**src/rtl/sid_pkg.sv**
```systemverilog
// Shared constants and types for the SID register write path.
package sid_pkg;

  localparam int SID_ADDR_W = 5;
  localparam int SID_DATA_W = 8;
  localparam int SID_DELAY_W = 16;
  localparam logic [SID_ADDR_W-1:0] SID_LAST_WR_ADDR = 5'h18;
  localparam int SID_NUM_WR_REGS = 25;

  typedef enum logic [1:0] {
    IDLE,
    WAIT,
    WRITE
  } sid_state_e;

  typedef struct packed {
    logic [SID_DELAY_W-1:0] delay;
    logic [SID_ADDR_W-1:0]  addr;
    logic [SID_DATA_W-1:0]  data;
  } sid_wr_entry_t;

  // Addresses above the last writable register are read-only or unused on the SID.
  function automatic logic sid_addr_writable(input logic [SID_ADDR_W-1:0] addr);
    return addr <= SID_LAST_WR_ADDR;
  endfunction

endpackage

```
**src/rtl/sid_reg_writer_fifo.sv**
```systemverilog
// Single-clock first-word-fall-through FIFO with occupancy output and synchronous flush.
module sid_sync_fifo #(
  parameter int WIDTH = 8,
  parameter int DEPTH = 16
) (
  input  logic                     clk,
  input  logic                     rst,
  input  logic                     flush,
  input  logic                     push,
  input  logic [WIDTH-1:0]         wdata,
  input  logic                     pop,
  output logic [WIDTH-1:0]         rdata,
  output logic                     full,
  output logic                     empty,
  output logic [$clog2(DEPTH):0]   level
);

  localparam int PTR_W = $clog2(DEPTH);
  localparam int LVL_W = PTR_W + 1;

  logic [WIDTH-1:0] mem [DEPTH];
  logic [PTR_W-1:0] wr_ptr;
  logic [PTR_W-1:0] rd_ptr;
  logic             do_push;
  logic             do_pop;

  assign do_push = push && !full;
  assign do_pop  = pop && !empty;
  assign full    = (level == LVL_W'(DEPTH));
  assign empty   = (level == '0);
  assign rdata   = mem[rd_ptr];

  // Pointer and occupancy bookkeeping; a flush discards everything, including a same-cycle push or pop.
  always_ff @(posedge clk) begin
    if (rst || flush) begin
      wr_ptr <= '0;
      rd_ptr <= '0;
      level  <= '0;
    end else begin
      if (do_push) wr_ptr <= wr_ptr + PTR_W'(1);
      if (do_pop)  rd_ptr <= rd_ptr + PTR_W'(1);
      if (do_push && !do_pop)      level <= level + LVL_W'(1);
      else if (!do_push && do_pop) level <= level - LVL_W'(1);
    end
  end

  // Storage is written only on an accepted push; stale slots are harmless after a flush.
  always_ff @(posedge clk) begin
    if (do_push) mem[wr_ptr] <= wdata;
  end

endmodule

```
**src/rtl/sid_reg_writer.sv**
```systemverilog
// Timestamped SID register write scheduler with a readable shadow of the write-only registers.
import sid_pkg::*;

module sid_reg_writer #(
  parameter int FIFO_DEPTH = 16,
  parameter int DELAY_W    = 16
) (
  input  logic                        clk,
  input  logic                        rst,
  input  logic                        clkEn,
  input  logic                        iValid,
  output logic                        oReady,
  input  logic [DELAY_W-1:0]          iDelay,
  input  logic [SID_ADDR_W-1:0]       iAddr,
  input  logic [SID_DATA_W-1:0]       iData,
  input  logic                        iPause,
  input  logic                        iFlush,
  output logic [$clog2(FIFO_DEPTH):0] oLevel,
  output logic                        oWE,
  output logic [SID_ADDR_W-1:0]       oAddr,
  output logic [SID_DATA_W-1:0]       oData,
  output logic                        oDrop,
  input  logic [SID_ADDR_W-1:0]       iRdAddr,
  output logic [SID_DATA_W-1:0]       oRdData
);

  localparam int ENTRY_W = DELAY_W + SID_ADDR_W + SID_DATA_W;

  logic [ENTRY_W-1:0]    fifo_wdata;
  logic [ENTRY_W-1:0]    fifo_rdata;
  logic                  fifo_full;
  logic                  fifo_empty;
  logic                  push;
  logic                  pop;
  logic [DELAY_W-1:0]    head_delay;
  logic [SID_ADDR_W-1:0] head_addr;
  logic [SID_DATA_W-1:0] head_data;

  sid_state_e            state;
  logic [DELAY_W-1:0]    count;
  logic [SID_ADDR_W-1:0] hold_addr;
  logic [SID_DATA_W-1:0] hold_data;
  logic                  launch;
  logic [SID_ADDR_W-1:0] launch_addr;
  logic [SID_DATA_W-1:0] launch_data;
  logic [SID_DATA_W-1:0] shadow [SID_NUM_WR_REGS];

  assign oReady     = !fifo_full && !iFlush;
  assign push       = iValid && oReady;
  assign pop        = (state == IDLE) && !fifo_empty && !iPause && !iFlush;
  assign fifo_wdata = {iDelay, iAddr, iData};
  assign {head_delay, head_addr, head_data} = fifo_rdata;

  sid_sync_fifo #(
    .WIDTH (ENTRY_W),
    .DEPTH (FIFO_DEPTH)
  ) u_fifo (
    .clk   (clk),
    .rst   (rst),
    .flush (iFlush),
    .push  (push),
    .wdata (fifo_wdata),
    .pop   (pop),
    .rdata (fifo_rdata),
    .full  (fifo_full),
    .empty (fifo_empty),
    .level (oLevel)
  );

  // Decide whether the next edge issues an entry: a zero-delay pop goes straight out, otherwise the last countdown tick.
  always_comb begin
    launch      = 1'b0;
    launch_addr = hold_addr;
    launch_data = hold_data;
    if (pop && (head_delay == '0)) begin
      launch      = 1'b1;
      launch_addr = head_addr;
      launch_data = head_data;
    end else if ((state == WAIT) && clkEn && !iPause && (count == DELAY_W'(1))) begin
      launch = 1'b1;
    end
  end

  // Scheduler FSM with registered strobe, address, data and drop outputs.
  always_ff @(posedge clk) begin
    if (rst) begin
      state     <= IDLE;
      count     <= '0;
      hold_addr <= '0;
      hold_data <= '0;
      oWE       <= 1'b0;
      oAddr     <= '0;
      oData     <= '0;
      oDrop     <= 1'b0;
    end else if (iFlush) begin
      state <= IDLE;
      count <= '0;
      oWE   <= 1'b0;
      oDrop <= 1'b0;
    end else begin
      oWE   <= 1'b0;
      oDrop <= 1'b0;
      if (launch) begin
        state <= WRITE;
        if (sid_addr_writable(launch_addr)) begin
          oWE   <= 1'b1;
          oAddr <= launch_addr;
          oData <= launch_data;
        end else begin
          oDrop <= 1'b1;
        end
      end else begin
        case (state)
          IDLE: begin
            if (pop) begin
              hold_addr <= head_addr;
              hold_data <= head_data;
              count     <= head_delay;
              state     <= WAIT;
            end
          end
          WAIT: begin
            if (clkEn && !iPause) count <= count - DELAY_W'(1);
          end
          WRITE:   state <= IDLE;
          default: state <= IDLE;
        endcase
      end
    end
  end

  // Shadow capture on the edge that closes a real strobe, and registered readback (old value on a same-cycle hit).
  always_ff @(posedge clk) begin
    if (rst) begin
      for (int i = 0; i < SID_NUM_WR_REGS; i++) shadow[i] <= '0;
      oRdData <= '0;
    end else begin
      if ((state == WRITE) && oWE && !iFlush) shadow[oAddr] <= oData;
      oRdData <= sid_addr_writable(iRdAddr) ? shadow[iRdAddr] : '0;
    end
  end

endmodule

```
**config.mk**
```make
export PLATFORM = sky130hd
export DESIGN_NAME = sid_reg_writer
export DESIGN_NICKNAME = d
export VERILOG_FILES = /design/src/rtl/sid_pkg.sv /design/src/rtl/sid_reg_writer_fifo.sv /design/src/rtl/sid_reg_writer.sv
export SDC_FILE = /design/constraint.sdc
export NUM_CORES = 1
export LEC_CHECK = 0
export BUFFER_PORTS_ARGS = -buffer_cell sky130_fd_sc_hd__buf_2
export CAP_MARGIN = 10
export CORE_MARGIN = 2
export CORE_UTILIZATION = 45
export DETAILED_ROUTE_END_ITERATION = 8
export GPL_ROUTABILITY_DRIVEN = 0
export HOLD_SLACK_MARGIN = 0.12
export PLACE_DENSITY = 0.66
export SYNTH_ARGS = -nofsm -noshare
export SYNTH_HDL_FRONTEND = slang
export SYNTH_HIERARCHICAL = 1
export SYNTH_SLANG_ARGS = --single-unit
```
**constraint.sdc**
```tcl
create_clock -name clk -period 6.2 [get_ports clk]
set_input_delay 1.55 -clock clk [delete_from_list [all_inputs] [get_ports clk]]
set_output_delay 1.55 -clock clk [all_outputs]
set_load 0.005 [all_outputs]
```
* After elaboration in Yosys (flattened, before gate mapping) *
Memories as Yosys holds them, arrays and structs flattened. A register that Yosys moved wholly into a read port is not among the register bits.
Cells that the tools add are included.

operators by class
  add/subtract/negate cells = 5
  $mul = 0
  div/mod/pow operators = 0
  magnitude comparators = 2
  eq/ne operators = 8
  shifts and indexed selects = 0
  muxes and demuxes = 26
  bitwise logic cells = 4
  reductions and logical operators = 38

operators by type and width
  cell                                                                     number
  16-bit 2-to-1 mux                                                        2
  16-bit one-hot mux with 2 select lines                                   1
  5-bit 2-to-1 mux                                                         4
  16-bit by 1-bit equality test with 1-bit output (second input constant)  1
  1-bit logical AND                                                        16
  16-bit logical NOT                                                       1
  8-bit 2-to-1 mux                                                         2
  16-bit by 1-bit subtractor with 16-bit output (second input constant)    1
  1-bit 2-to-1 mux                                                         12
  5-bit <= comparator (second input constant)                              2
  4-bit by 1-bit adder with 4-bit output (second input constant)           2
  4-bit 2-to-1 mux                                                         2
  4-bit AND reduction                                                      2
  8-bit OR reduction                                                       1
  1-bit logical NOT                                                        6
  3-bit OR reduction                                                       2
  5-bit by 1-bit adder with 5-bit output (second input constant)           1
  5-bit equality test (second input constant)                              1
  5-bit logical NOT                                                        1
  5-bit by 1-bit subtractor with 5-bit output (second input constant)      1
  2-bit 2-to-1 mux                                                         2
  2-bit != test (second input constant)                                    2
  1-bit inverter                                                           4
  2-bit one-hot mux with 2 select lines                                    1
  other kinds (10)                                                         13

word-level totals
  register bits after elaboration = 59
  bits in latches = 0
  RAM bits = 664
  memory bits (read-only) = 0
  input bits = 40
  output and inout port bits = 29
  word-level logic and storage cells = 97
  memories kept = 2

memory list
  memory      depth  width  read ports  clocked after memory_dff  write ports  line                       source
  u_fifo.mem  16     29     1           1                         1            sid_reg_writer_fifo.sv:21  logic [WIDTH-1:0] mem [DEPTH];
  shadow      25     8      1           1                         25           sid_reg_writer.sv:46       logic [SID_DATA_W-1:0] shadow [SID_NUM_WR_REGS];

* Depth between registers and ports, before layout *
  word-level depth = 9
  gate-level depth with buffers = 15
  gate-level depth less buffers = 13

* Cells and area by module *
Netlist, hierarchy kept.

by module, submodules not included
  module          times used  cells an instance  area each (µm²)  sequential area each (µm²)
  sid_sync_fifo   1           824                18,290.0         14,273.7
  sid_reg_writer  1           923                11,975.2         7,327.0

* Least setup slack after synthesis *
No wires, ideal clock.

  path type = input -> register
  start = input iFlush
  end = memory u_fifo/mem[2][0] (netlist name) (enable)
  setup time = 0.488 ns
  arrival = 4.953 ns
  required time = 5.712 ns
  slack = 0.759 ns
  cell stages on the path = 5
  buffers on the path = 1
  cells stage by stage = buf_2 nor2_1 and2_1 o21ai_4 nor4_1

between the ends
  longest elaborated chain between the ends = 6

ends and longest elaborated chain
  item                                    line                       source
  from (decl)                             sid_reg_writer.sv:17       input logic iFlush,
  1-bit logical NOT                       sid_reg_writer.sv:48       assign oReady = !fifo_full && !iFlush;
  1-bit logical AND                       sid_reg_writer.sv:48
  net oReady                              sid_reg_writer.sv:12       output logic oReady,
  1-bit logical AND                       sid_reg_writer.sv:49       assign push = iValid && oReady;
  net push                                sid_reg_writer.sv:33       logic push;
  1-bit logical AND                       sid_reg_writer_fifo.sv:27  assign do_push = push && !full;
  1-bit 2-to-1 mux                        sid_reg_writer_fifo.sv:49  if (do_push) mem[wr_ptr] <= wdata;
  1-bit 2-to-1 mux (implied by the code)  sid_reg_writer_fifo.sv:49
  to (decl)                               sid_reg_writer_fifo.sv:21

The timed path passes the listed nets, and every way through them passes these cells.

==> impl_metrics.tcl <==
set metrics [dict create \
    r2r_slack_ns 1.80 \
    worst_slew_pin_slew_ns 1.28 \
    antenna_found_initial 7 \
    crit_fanout 33 \
    wl_per_cell_um 25.7 \
    yosys_warnings 6 \
    yosys-top-cells-area "edfxtp_1 67%, mux4_2 12%, dfxtp_1 4.7%, nor3_1 3.4%, mux2i_1 1.7%" \
    num_vias 16600 \
    die-area_mm2 0.0693 \
    slew_violations 0 \
    cts_tree "built" \
    grt-ovfl-total 0 \
    fmax_mhz 227 \
    period_share 0.710 \
    route.antenna.remaining_nets 0 \
    drv_cap 0 \
    powerDensity_mw_per_mm2 311 \
    grt_pass1_wl_um 106000 \
    cts.sinks 743 \
    vdd_ir_drop_max_uv 272 \
    ff2ff_path_depth 9 \
    cts.clk_slew.worst_paths_ns 0.06 \
    place_area_mm2 0.0315 \
    syn_area_per_cell_um2 17.3 \
    rows 95 \
    clk_latency_ns 0.62 \
    worst_path_largest_cell_delay_ns 0.83 \
    tns_ns 0 \
    cts_root_buf "clkbuf_16" \
    seq_area_frac_synth 0.714 \
    io_pins 69 \
    grt_pass1_vias 16400 \
    synth_cells 1747 \
    grtUsageTotal 0.203 \
    routed_wl_um 69800 \
    syn-num-nets 1799 \
    ys_seq_elements 743 \
    via_per_inst 6.09 \
    cts_made_buffers 76 \
    hold_buffers 0 \
    n_antenna_cell 0 \
    hold_path.class "flip-flop to flip-flop" \
    synthFlopType "edfxtp_1" \
    synth_cell_types 72 \
    critPathRequiredTime_ns 6.64 \
    hpwl_um 40000 \
    synthesis.area_mm2 0.0303 \
    synth_edf_count 672 \
    relSlewSlack 0.138 \
    cts_htree_levels 3 \
    async_flop_share 0 \
    end_kind "flip-flop" \
    drc 0 \
    num-fill-cells 5327 \
    status "complete, no violations" \
    die_h_um 263 \
    rsz0062_at_grt "no" \
    p_leak_nw 10.8 \
    dr.pass1.iters 5 \
    syn_to_final_growth_pct 12.4 \
    synth_top_cell_by_area "edfxtp_1" \
    cp-start-kind "flip-flop" \
    drt_iter0_drc 1880 \
    port_buffers 68 \
    synth_top_area_share 0.667 \
    critPathKind "flip-flop to flip-flop" \
    postCtsSetupBuffers 0 \
    clockBufferDepth 3 \
    grt_max_degree 64 \
    crit_chain "buf_4 -> mux4_2 -> a22oi_1 -> nand2_1 -> nor4_1 -> nand4_1 -> nor2_2 -> mux2i_1 -> o32ai_1" \
    post_cts_resize_count 0 \
    nNetsFinal 1843 \
    hold_viol 0 \
    period_needed_ns 4.40 \
    die_w_um 263 \
    core_mm2 0.0669 \
    whs_path_depth 2 \
    final_area_mm2 0.0340 \
    setup-violations-final 0 \
    worst_path_max_delay_cell "nor2_2" \
    initial_core_util 0.452 \
    drive_gt1_frac 0.233 \
    skew_ns 0.0223 \
    cp.arrival_ns 4.84 \
]
-- worst paths after layout --
kind | start | end
worst max-delay path | flip-flop | oData[5]
worst min-delay path | count[6] | count[6]
worst min register to register | count[6] | count[6]
worst max register to register | flip-flop | oData[5]
-- cells in the mapped netlist (9+ instances only) --
master    count
edfxtp_1    672
clkbuf_1    110
mux2i_1      50
o21ai_0      26
nor3_1      208
o211ai_1     11
buf_2        22
dfxtp_1      71
o32ai_1      16
nor4_1       16
ha_1         11
nand2_1      53
mux4_2      164
o22ai_1       9
a22oi_1      59
inv_1        16
clkinv_1      9
nor2_1       61
a21oi_1      26
and2_1       10
-- worst max-delay path, delay by kind of cell (launching register included) --
kind	cells	cell delay [ns]
buf+inv	1	0.52
flops	1	0.76
mux	2	0.87
simple gates	4	1.71
compound gates	2	0.32
-- state kept, by name (all words and copies together), names as in the netlist, 4 cells and up, named ones only --
| signal | count |
|---|---|
| oData | 8 |
| oRdData | 8 |
| u_fifo/level | 5 |
| hold_addr | 5 |
| shadow | 208 |
| u_fifo/mem | 464 |
| count | 16 |
| u_fifo/rd_ptr | 4 |
| oAddr | 5 |
| hold_data | 8 |
| u_fifo/wr_ptr | 4 |
-- logic make-up (layout without fill, tap and decap cells) --
logic type / Yosys count / in the layout / synth area share
DFF: 743 / 743 / 0.714
adders and majority gates: 12 / 12 / 0.00521
muxes: 222 / 222 / 0.142
and+or+nand+nor: 399 / 399 / 0.0663
xor gates and xnor gates: 8 / 8 / 0.00232
buffers and inverters: 173 / 275 / 0.0248
AOI/OAI and AO/OA: 190 / 190 / 0.0462
-- power by group --
group | internal (mW) | total (mW) | leakage (nW) | switching [mW]
clock | 2.80 | 4.69 | 1.24 | 1.89
combinational | 0.129 | 0.354 | 2.71 | 0.225
sequential | 5.52 | 5.55 | 6.89 | 0.0275
total | 8.45 | 10.6 | 10.8 | 2.14
-- metrics by stage --
| stage | total power, mW | utilization | setup WS [ns] | cells | hold slack, ns |
|---|---|---|---|---|---|
| finish | 10.6 | 0.508 | 1.80 | 2722 | 0.486 |
| global route | 10.9 | 0.508 | 1.49 | 2722 | 0.514 |
| CTS | 10.7 | 0.508 | 1.71 | 2718 | 0.490 |
| detailed placement | 6.01 | 0.470 | 1.71 | 2582 | 0.477 |
| global placement | 5.99 | 0.470 | 1.74 | 2582 | 0.455 |
| floorplan | 5.87 | - | 0.759 | 1747 | 0.438 |
-- routing by layer --
metal  global-route usage  wire length [um]  share of wire  vias to the layer above
li1                     -                 -              -                     7164
met1                0.281             28800           0.41                     8600
met2                0.329             34100           0.49                      674
met3               0.0359              4950          0.071                      136
met4               0.0624              1990          0.028                        8
met5                    0                51        0.00073                        -
-- placed cells by master (no fill, tap or decap), drive strengths merged, types with 11 or more instances in the layout --
master and n:
o32ai 17, nor2 62, dfxtp 71, mux2i 50
a21oi 26, nand2 53, clkinv 32, nor4 16
a22oi 59, ha 11, o211ai 12, nor3 209
edfxtp 672, inv 23, clkbuf 94, buf 113
o21ai 30, mux4 164, bufinv 12
-- layout make-up --
cell class,instances,area (um2),area share
Clock buffer,94,2000,0.0588
Tap cell,873,1090,0.0321
Clock inverter,42,541,0.0159
Sequential cell,743,21600,0.635
Multi-Input combinational cell,831,8010,0.235
Inverter,26,97.6,0.00287
Timing Repair Buffer,113,668,0.0196
Power figures use the tool's default switching activity.
